$ cat config.mk
export PLATFORM = sky130hd
export DESIGN_NAME = mem_access_unit
export DESIGN_NICKNAME = d
export VERILOG_FILES = /design/src/rtl/mem_access_unit_pkg.sv /design/src/rtl/mem_access_unit_store_align.sv /design/src/rtl/mem_access_unit.sv
export SDC_FILE = /design/constraint.sdc
export NUM_CORES = 1
export LEC_CHECK = 0
export CORE_ASPECT_RATIO = 0.7
export CORE_UTILIZATION = 30
export DETAILED_ROUTE_END_ITERATION = 16
export PLACE_DENSITY = 0.66
export SLEW_MARGIN = 20
export SYNTH_ARGS = -nofsm -noshare
export SYNTH_HDL_FRONTEND = slang
export SYNTH_SLANG_ARGS = --single-unit
$ cat constraint.sdc
create_clock -name clk -period 3.6 [get_ports clk]
set_clock_uncertainty 0.15 [all_clocks]
set_input_delay 0.9 -clock clk [delete_from_list [all_inputs] [get_ports clk]]
set_output_delay 0.9 -clock clk [all_outputs]
set_load 0.03 [all_outputs]
$ cat src/rtl/mem_access_unit_pkg.sv
// Shared core definitions for the MEM stage: bus widths, lsu_op encodings,
// access sizes and load/store FSM states.
package mem_access_unit_pkg;

    localparam int DATA_WIDTH = 32;
    localparam int ADDR_WIDTH = 32;
    localparam int STRB_WIDTH = DATA_WIDTH / 8;

    // lsu_op = inst[25:22]; write-back decodes the same constants
    localparam logic [3:0] LSU_LD_B  = 4'b0000;
    localparam logic [3:0] LSU_LD_H  = 4'b0001;
    localparam logic [3:0] LSU_LD_W  = 4'b0010;
    localparam logic [3:0] LSU_ST_B  = 4'b0100;
    localparam logic [3:0] LSU_ST_H  = 4'b0101;
    localparam logic [3:0] LSU_ST_W  = 4'b0110;
    localparam logic [3:0] LSU_LD_BU = 4'b1000;
    localparam logic [3:0] LSU_LD_HU = 4'b1001;

    localparam logic [1:0] SIZE_BYTE = 2'd0;
    localparam logic [1:0] SIZE_HALF = 2'd1;
    localparam logic [1:0] SIZE_WORD = 2'd2;

    localparam logic [2:0] ST_IDLE    = 3'd0;
    localparam logic [2:0] ST_REQ     = 3'd1;
    localparam logic [2:0] ST_WAIT    = 3'd2;
    localparam logic [2:0] ST_DONE    = 3'd3;
    localparam logic [2:0] ST_CXL_REQ = 3'd4;
    localparam logic [2:0] ST_DISCARD = 3'd5;

    typedef struct packed {
        logic [ADDR_WIDTH-1:0] addr;
        logic [1:0]            size;
        logic                  wr;
        logic [STRB_WIDTH-1:0] wstrb;
        logic [DATA_WIDTH-1:0] wdata;
    } lsu_req_t;

    // Bit 3 marks the unsigned loads, so only 01xx encodings are stores
    function automatic logic lsu_is_store(input logic [3:0] op);
        return op[2] & ~op[3];
    endfunction

endpackage

$ cat src/rtl/mem_access_unit_store_align.sv
// Combinational access-shape generator: size, direction, misalignment,
// byte enables and lane-replicated store data for one lsu_op/address.
module mem_access_unit_store_align
    import mem_access_unit_pkg::*;
(
    input  logic [3:0]            lsu_op,
    input  logic [1:0]            addr_lo,
    input  logic [DATA_WIDTH-1:0] st_data,
    output logic [1:0]            size,
    output logic                  wr,
    output logic                  ale,
    output logic [STRB_WIDTH-1:0] wstrb,
    output logic [DATA_WIDTH-1:0] wdata
);

    always_comb begin
        size  = SIZE_WORD;
        ale   = 1'b0;
        wstrb = 4'b0000;
        wr    = lsu_is_store(lsu_op);
        case (lsu_op[1:0])
            2'b00: begin
                size  = SIZE_BYTE;
                wstrb = 4'b0001 << addr_lo;
            end
            2'b01: begin
                size  = SIZE_HALF;
                ale   = addr_lo[0];
                wstrb = 4'b0011 << addr_lo;
            end
            default: begin
                size  = SIZE_WORD;
                ale   = |addr_lo;
                wstrb = 4'b1111;
            end
        endcase
        if (!wr) begin
            wstrb = 4'b0000;
        end
    end

    // Each byte lane picks the source byte that lands on it for the access size
    for (genvar gi = 0; gi < STRB_WIDTH; gi++) begin : g_lane
        always_comb begin
            case (size)
                SIZE_BYTE: wdata[gi*8 +: 8] = st_data[7:0];
                SIZE_HALF: wdata[gi*8 +: 8] = st_data[(gi % 2)*8 +: 8];
                default:   wdata[gi*8 +: 8] = st_data[gi*8 +: 8];
            endcase
        end
    end

endmodule

$ cat src/rtl/mem_access_unit.sv
// MEM-stage load/store initiator: one outstanding request on the SRAM-like
// data bus, pipeline stall while busy, and silent absorption of flushed ops.
module mem_access_unit
    import mem_access_unit_pkg::*;
(
    input  logic                  clk,
    input  logic                  rst_n,
    input  logic                  in_valid,
    input  logic                  mem_op,
    input  logic [3:0]            lsu_op,
    input  logic [ADDR_WIDTH-1:0] vaddr,
    input  logic [DATA_WIDTH-1:0] st_data,
    input  logic                  flush,
    output logic                  data_req,
    output logic                  data_wr,
    output logic [1:0]            data_size,
    output logic [ADDR_WIDTH-1:0] data_addr,
    output logic [STRB_WIDTH-1:0] data_wstrb,
    output logic [DATA_WIDTH-1:0] data_wdata,
    input  logic                  data_addr_ok,
    input  logic                  data_data_ok,
    input  logic [DATA_WIDTH-1:0] data_rdata,
    output logic                  stall,
    output logic                  done,
    output logic [DATA_WIDTH-1:0] ram_rd_data,
    output logic                  ale
);

    logic [2:0]            state_reg;
    logic [2:0]            state_next;
    lsu_req_t              req_reg;
    lsu_req_t              req_next;
    logic [DATA_WIDTH-1:0] ram_rd_data_reg;
    logic                  align_ale;
    logic                  start;
    logic                  latch_rdata;

    mem_access_unit_store_align u_store_align (
        .lsu_op  (lsu_op),
        .addr_lo (vaddr[1:0]),
        .st_data (st_data),
        .size    (req_next.size),
        .wr      (req_next.wr),
        .ale     (align_ale),
        .wstrb   (req_next.wstrb),
        .wdata   (req_next.wdata)
    );

    assign req_next.addr = vaddr;

    assign ale   = in_valid & mem_op & align_ale;
    assign start = in_valid & mem_op & ~align_ale & ~flush;

    always_comb begin
        state_next  = state_reg;
        latch_rdata = 1'b0;
        case (state_reg)
            ST_IDLE: begin
                if (start) begin
                    state_next = ST_REQ;
                end
            end
            ST_REQ: begin
                if (data_addr_ok && flush) begin
                    state_next = ST_DISCARD;
                end else if (flush) begin
                    state_next = ST_CXL_REQ;
                end else if (data_addr_ok) begin
                    state_next = ST_WAIT;
                end
            end
            ST_CXL_REQ: begin
                if (data_addr_ok) begin
                    state_next = ST_DISCARD;
                end
            end
            ST_WAIT: begin
                // A flush arriving with the response simply drops it
                if (flush) begin
                    state_next = data_data_ok ? ST_IDLE : ST_DISCARD;
                end else if (data_data_ok) begin
                    state_next  = ST_DONE;
                    latch_rdata = ~req_reg.wr;
                end
            end
            ST_DISCARD: begin
                if (data_data_ok) begin
                    state_next = ST_IDLE;
                end
            end
            ST_DONE: begin
                state_next = ST_IDLE;
            end
            default: begin
                state_next = ST_IDLE;
            end
        endcase
    end

    always_ff @(posedge clk or negedge rst_n) begin
        if (!rst_n) begin
            state_reg       <= ST_IDLE;
            req_reg         <= '0;
            ram_rd_data_reg <= '0;
        end else begin
            state_reg <= state_next;
            if (state_reg == ST_IDLE && start) begin
                req_reg <= req_next;
            end
            if (latch_rdata) begin
                ram_rd_data_reg <= data_rdata;
            end
        end
    end

    // Request stays up through CXL_REQ so a presented request is never withdrawn
    assign data_req    = (state_reg == ST_REQ) || (state_reg == ST_CXL_REQ);
    assign data_wr     = req_reg.wr;
    assign data_size   = req_reg.size;
    assign data_addr   = req_reg.addr;
    assign data_wstrb  = req_reg.wstrb;
    assign data_wdata  = req_reg.wdata;
    assign done        = (state_reg == ST_DONE);
    assign stall       = start & (state_reg != ST_DONE);
    assign ram_rd_data = ram_rd_data_reg;

endmodule

## Word level (Yosys, flattened, before mapping)

Cells that the tools add are included.

| cells by class | value |
|---|---|
| $add $sub $neg | 0 |
| $mul | 0 |
| divide/modulo/power cells | 0 |
| $lt $le $gt $ge | 0 |
| equality and inequality tests | 13 |
| shifts and indexed selects | 2 |
| muxes and demuxes | 20 |
| bitwise logic cells | 10 |
| reductions and logical operators | 9 |

Operators with widths:

| operator | count |
|---|---|
| two-way mux 3 bit | 9 |
| two-way mux 8 bit | 2 |
| one-hot mux 8 bit (2 select lines) | 1 |
| one-hot mux 3 bit (5 select lines) | 1 |
| one-hot mux 4 bit (2 select lines) | 1 |
| AND 1 bit | 6 |
| == test 3 x 2 -> 1 bit (second input constant) | 2 |
| == test 3 bit (second input constant) | 2 |
| inequality test 2 bit (second input constant) | 3 |
| AND reduction 5 bit | 1 |
| == test 2 x 1 -> 1 bit (second input constant) | 2 |
| zero test 2 bit | 2 |
| two-way mux 4 bit | 1 |
| inequality test 4 bit (second input constant) | 1 |
| inverter 1 bit | 4 |
| one-hot mux 2 bit (2 select lines) | 1 |
| OR reduction 2 bit | 2 |
| << shifter 1 x 2 -> 4 bit (first input constant) | 1 |
| << shifter 2 x 2 -> 4 bit (first input constant) | 1 |
| == test 3 x 1 -> 1 bit (second input constant) | 1 |
| zero test 3 bit | 1 |
| two-way mux 1 bit | 3 |
| inequality test 3 x 2 -> 1 bit (second input constant) | 1 |
| inequality test 3 bit (second input constant) | 1 |
| other kinds (3) | 4 |

| word-level totals | value |
|---|---|
| register bits after elaboration | 106 |
| latch bits | 0 |
| bits in writable memories | 0 |
| ROM bits | 0 |
| input port bits | 107 |
| output and inout bits | 107 |
| word-level logic and storage cells | 61 |
| memories | 0 |

## Logic depth before layout (Yosys ltp)

| depth | value |
|---|---|
| depth in word-level cells | 7 |
| depth in mapped cells | 6 |
| gate-level depth less buffers | 4 |

## By module

From an unflattened synthesis, not the netlist that was laid out.

| second synthesis, totals | value |
|---|---|
| cell total of the unflattened synthesis | 318 |
| area total of the unflattened synthesis | 4918.5 µm² |

Modules (own cells, without submodules):

| module | instances | cells an instance | area each (µm²) | seq. area each (µm²) |
|---|---|---|---|---|
| mem_access_unit | 1 | 248 | 4367.9 | 2652.5 |
| mem_access_unit_store_align | 1 | 70 | 550.5 | 0.0 |

## Least setup slack after synthesis

No wires, ideal clock.

| timing path | value |
|---|---|
| path type | input -> output |
| start | input port flush |
| end | output port stall |
| arrival time | 1.837 ns |
| setup slack | 0.713 ns |
| stages | 4 |
| cell sequence | buf_2 > and3b_1 > nand3_1 > nor2_1 |

| on the way | value |
|---|---|
| word-level cells in the longest chain between the ends | 3 |

Ends and longest elaborated chain:

| item | line | RTL |
|---|---|---|
| start, declared | mem_access_unit.sv:13 | `input logic flush,` |
| inverter 1 bit | mem_access_unit.sv:52 | `assign start = in_valid & mem_op & ~align_ale & ~flush;` |
| AND 1 bit | mem_access_unit.sv:52 |  |
| AND 1 bit | mem_access_unit.sv:124 | `assign stall = start & (state_reg != ST_DONE);` |
| end, declared | mem_access_unit.sv:23 | `output logic stall,` |

Every way passes these cells.

## Final worst setup path

| timing path | value |
|---|---|
| start | input port vaddr[0] |
| end | output port ale |

| on the way | value |
|---|---|
| word-level cells in the longest chain between the ends | 3 |

Ends and longest elaborated chain:

| item | line | RTL |
|---|---|---|
| start, declared | mem_access_unit.sv:11 | `input logic [ADDR_WIDTH-1:0] vaddr,` |
| OR reduction 2 bit | mem_access_unit_store_align.sv:33 | `ale = \|addr_lo;` |
| one-hot mux 1 bit (2 select lines) (*) | mem_access_unit_store_align.sv:21 | `case (lsu_op[1:0])` |
| AND 1 bit (*) | mem_access_unit.sv:51 | `assign ale = in_valid & mem_op & align_ale;` |
| end, declared | mem_access_unit.sv:26 | `output logic ale` |

Mark *: on every way between the ends. The rest lies on a longest branch, timed or not.

==> impl_metrics.py <==
metrics = {
    "timing": {
        "fmax_mhz": 310,
        "rsz0062_at_grt": "false",
        "slew_headroom_pct": 56.9,
        "finalCritPeriodShare_pct": 89.6,
        "final_hold_viol_count": 0,
        "final-max-slew-violation-count": 0,
        "setup_viol": 0,
        "fin_crit_ns": 3.23,
        "tns_ns": 0,
        "worst_pin_slew_ns": 0.646,
    },
    "min_path": {
        "min_path_type": "reg2reg",
        "worstHoldStart": "data_wdata[13]",
        "hold_depth": 2,
    },
    "clock_tree": {
        "clk_pin_slew_ns": 0.07,
        "cts_setup_buffers": 0,
        "root_buffer": "clkbuf_16",
        "cts-buffers-inserted": 9,
        "clock_path_buffers": 2,
        "clkLatencyLatePin_ns": 0.34,
        "cts_tree": "done",
        "cts.sinks": 106,
        "cts-resized-gates": 0,
        "htree_levels": 3,
        "ctsHoldBuffers": 0,
    },
    "worst_setup_path": {
        "cp.required_ns": 2.55,
        "cp-end-kind": "primary output",
        "cp_data_arrival_time_ns": 2.18,
        "cp_max_fo": 7,
        "worst-setup-path-type": "in2out",
        "r2r-start": "state_reg[2]",
        "reg2reg_depth": 4,
        "crit_start": "vaddr[0]",
        "worstSetupStartpointType": "primary input",
    },
    "synthesis": {
        "synth_area_um2": 4610,
        "syn_inst": 349,
        "synth-seq-cells": 106,
        "yosysTopAreaCell": "dfrtp_1",
        "synth.yosys.warnings": 0,
        "ys_seq_area_share_pct": 57.5,
        "ys_top_cells_by_area": "dfrtp_1, mux2_4, mux2_1",
        "synth_top_area_share_pct": 57.5,
        "synth.distinct_cells": 31,
        "postSynthAreaPerCell_um2": 13.2,
        "synth_nets": 456,
    },
    "drt": {
        "drc": 0,
        "avgRoutedWirePerCell_um": 15.5,
        "drtIter0Drc": 131,
        "routed-via-count": 3383,
        "ant_nets": 0,
        "vias_per_cell": 4.45,
        "drt-total-wl_mm": 11.8,
        "dr.pass1.iters": 4,
    },
    "status": {
        "run_status": "complete, no violations",
    },
    "die": {
        "row_count": 37,
        "dieArea_um2": 15900,
        "start_util_pct": 31.1,
        "coreArea_um2": 14900,
        "die_w_um": 150,
        "die_h_um": 106,
        "ios": 214,
    },
    "finish": {
        "fillCellCount": 1301,
        "nets": 667,
        "final_common_cell": "clkdlybuf4s50_1",
        "antenna_cells": 0,
        "drive_gt1_share_pct": 11.9,
        "finalInstanceArea_um2": 7210,
        "regArea_um2": 2650,
        "mostFrequentLayoutCells": "clkdlybuf4s50_1, dfrtp_1, mux2_1",
        "multi_input_area_um2": 1810,
        "syn_to_final_growth_pct": 56.2,
    },
    "place": {
        "dpl.hpwl_mm": 8.87,
        "place_area_um2": 6920,
        "io_buffer_count": 213,
        "gp_congestion": 0.757,
    },
    "grt": {
        "grt_pass1_vias": 3512,
        "grt_first_pass_wirelength_mm": 18.9,
        "antenna_found_initial": 0,
        "overflow": 0,
        "grt_use_total_pct": 15.2,
        "grt_max_degree": 70,
    },
    "power": {
        "ir_drop_uv": 362,
        "power.leakage_nw": 3.28,
        "powerDensity_nw_per_um2": 852,
        "totalPowerFinal_mw": 6.14,
    },
    "job": {
        "cap_violations": 0,
    },
}
==> cell families after synthesis <==
kind of cell | Yosys count | share of synthesized area, %
simple gates | 64 | 6.89
buf+inv | 25 | 3.28
compound gates | 55 | 6.26
mux | 99 | 26.1
flops | 106 | 57.5
==> layer usage <==
metal	vias up	GRT usage, %	part of all wire [%]
met4	0	3.61	1.0
met3	13	3.42	4.9
met1	1614	20.6	47
met5	-	0	0
li1	1641	-	-
met2	115	24.6	47
==> power breakdown <==
group | leakage, nW | internal, mW | switching [mW] | total, mW
sequential | 1.40 | 1.74 | 0.339 | 2.08
clock | 0.140 | 0.496 | 0.448 | 0.944
combinational | 1.74 | 1.46 | 1.66 | 3.12
==> critical path, stage by stage <==
cell and delay (ns):
clkdlybuf4s50_1 0.60, o21ai_1 0.17, buf_4 0.17, a21oi_1 0.15
buf_4 0.19
==> synth_stat cells, drive strengths merged <==
library cell and count:
a211oi 1, a21oi 15, a222oi 1, and3b 1
buf 11, clkbuf 10, dfrtp 106, inv 4
mux2 74, mux2i 25, nand2 33, nand2b 4
nand3 2, nand3b 2, nand4 1, nor2 16
nor2b 2, nor3 1, nor3b 1, nor4 1
o21a 1, o21ai 35, o22ai 1, o31ai 1
==> worst paths after layout <==
| path | to | slack, ns |
|---|---|---|
| min reg2reg | data_wdata[13] | 0.33 |
| max | ale | 0.37 |
| min in group asynchronous | data_addr[16] | 0.37 |
| min | data_wdata[13] | 0.33 |
| max reg2reg | data_addr[5] | 1.66 |
| max in group asynchronous | data_wdata[1] | 2.15 |
==> cell type report <==
type,instances,area share (%)
Sequential cell,106,36.8
Timing Repair Buffer,221,30.5
Multi-Input combinational cell,218,25.1
Tap cell,195,3.39
Clock buffer,10,3.32
Clock inverter,6,0.660
Inverter,4,0.208
==> per-stage QoR <==
stage / hold WS (ns) / utilization [%] / worst slack, ns / instances
floorplan: 0.432 / - / 0.713 / 349
global placement: 0.317 / 46.6 / 0.389 / 744
detailed placement: 0.322 / 46.6 / 0.331 / 744
CTS: 0.337 / 48.5 / 0.330 / 760
global route: 0.359 / 48.5 / 0.228 / 760
finish: 0.333 / 48.5 / 0.373 / 760
(Power assumes the default switching activity.)
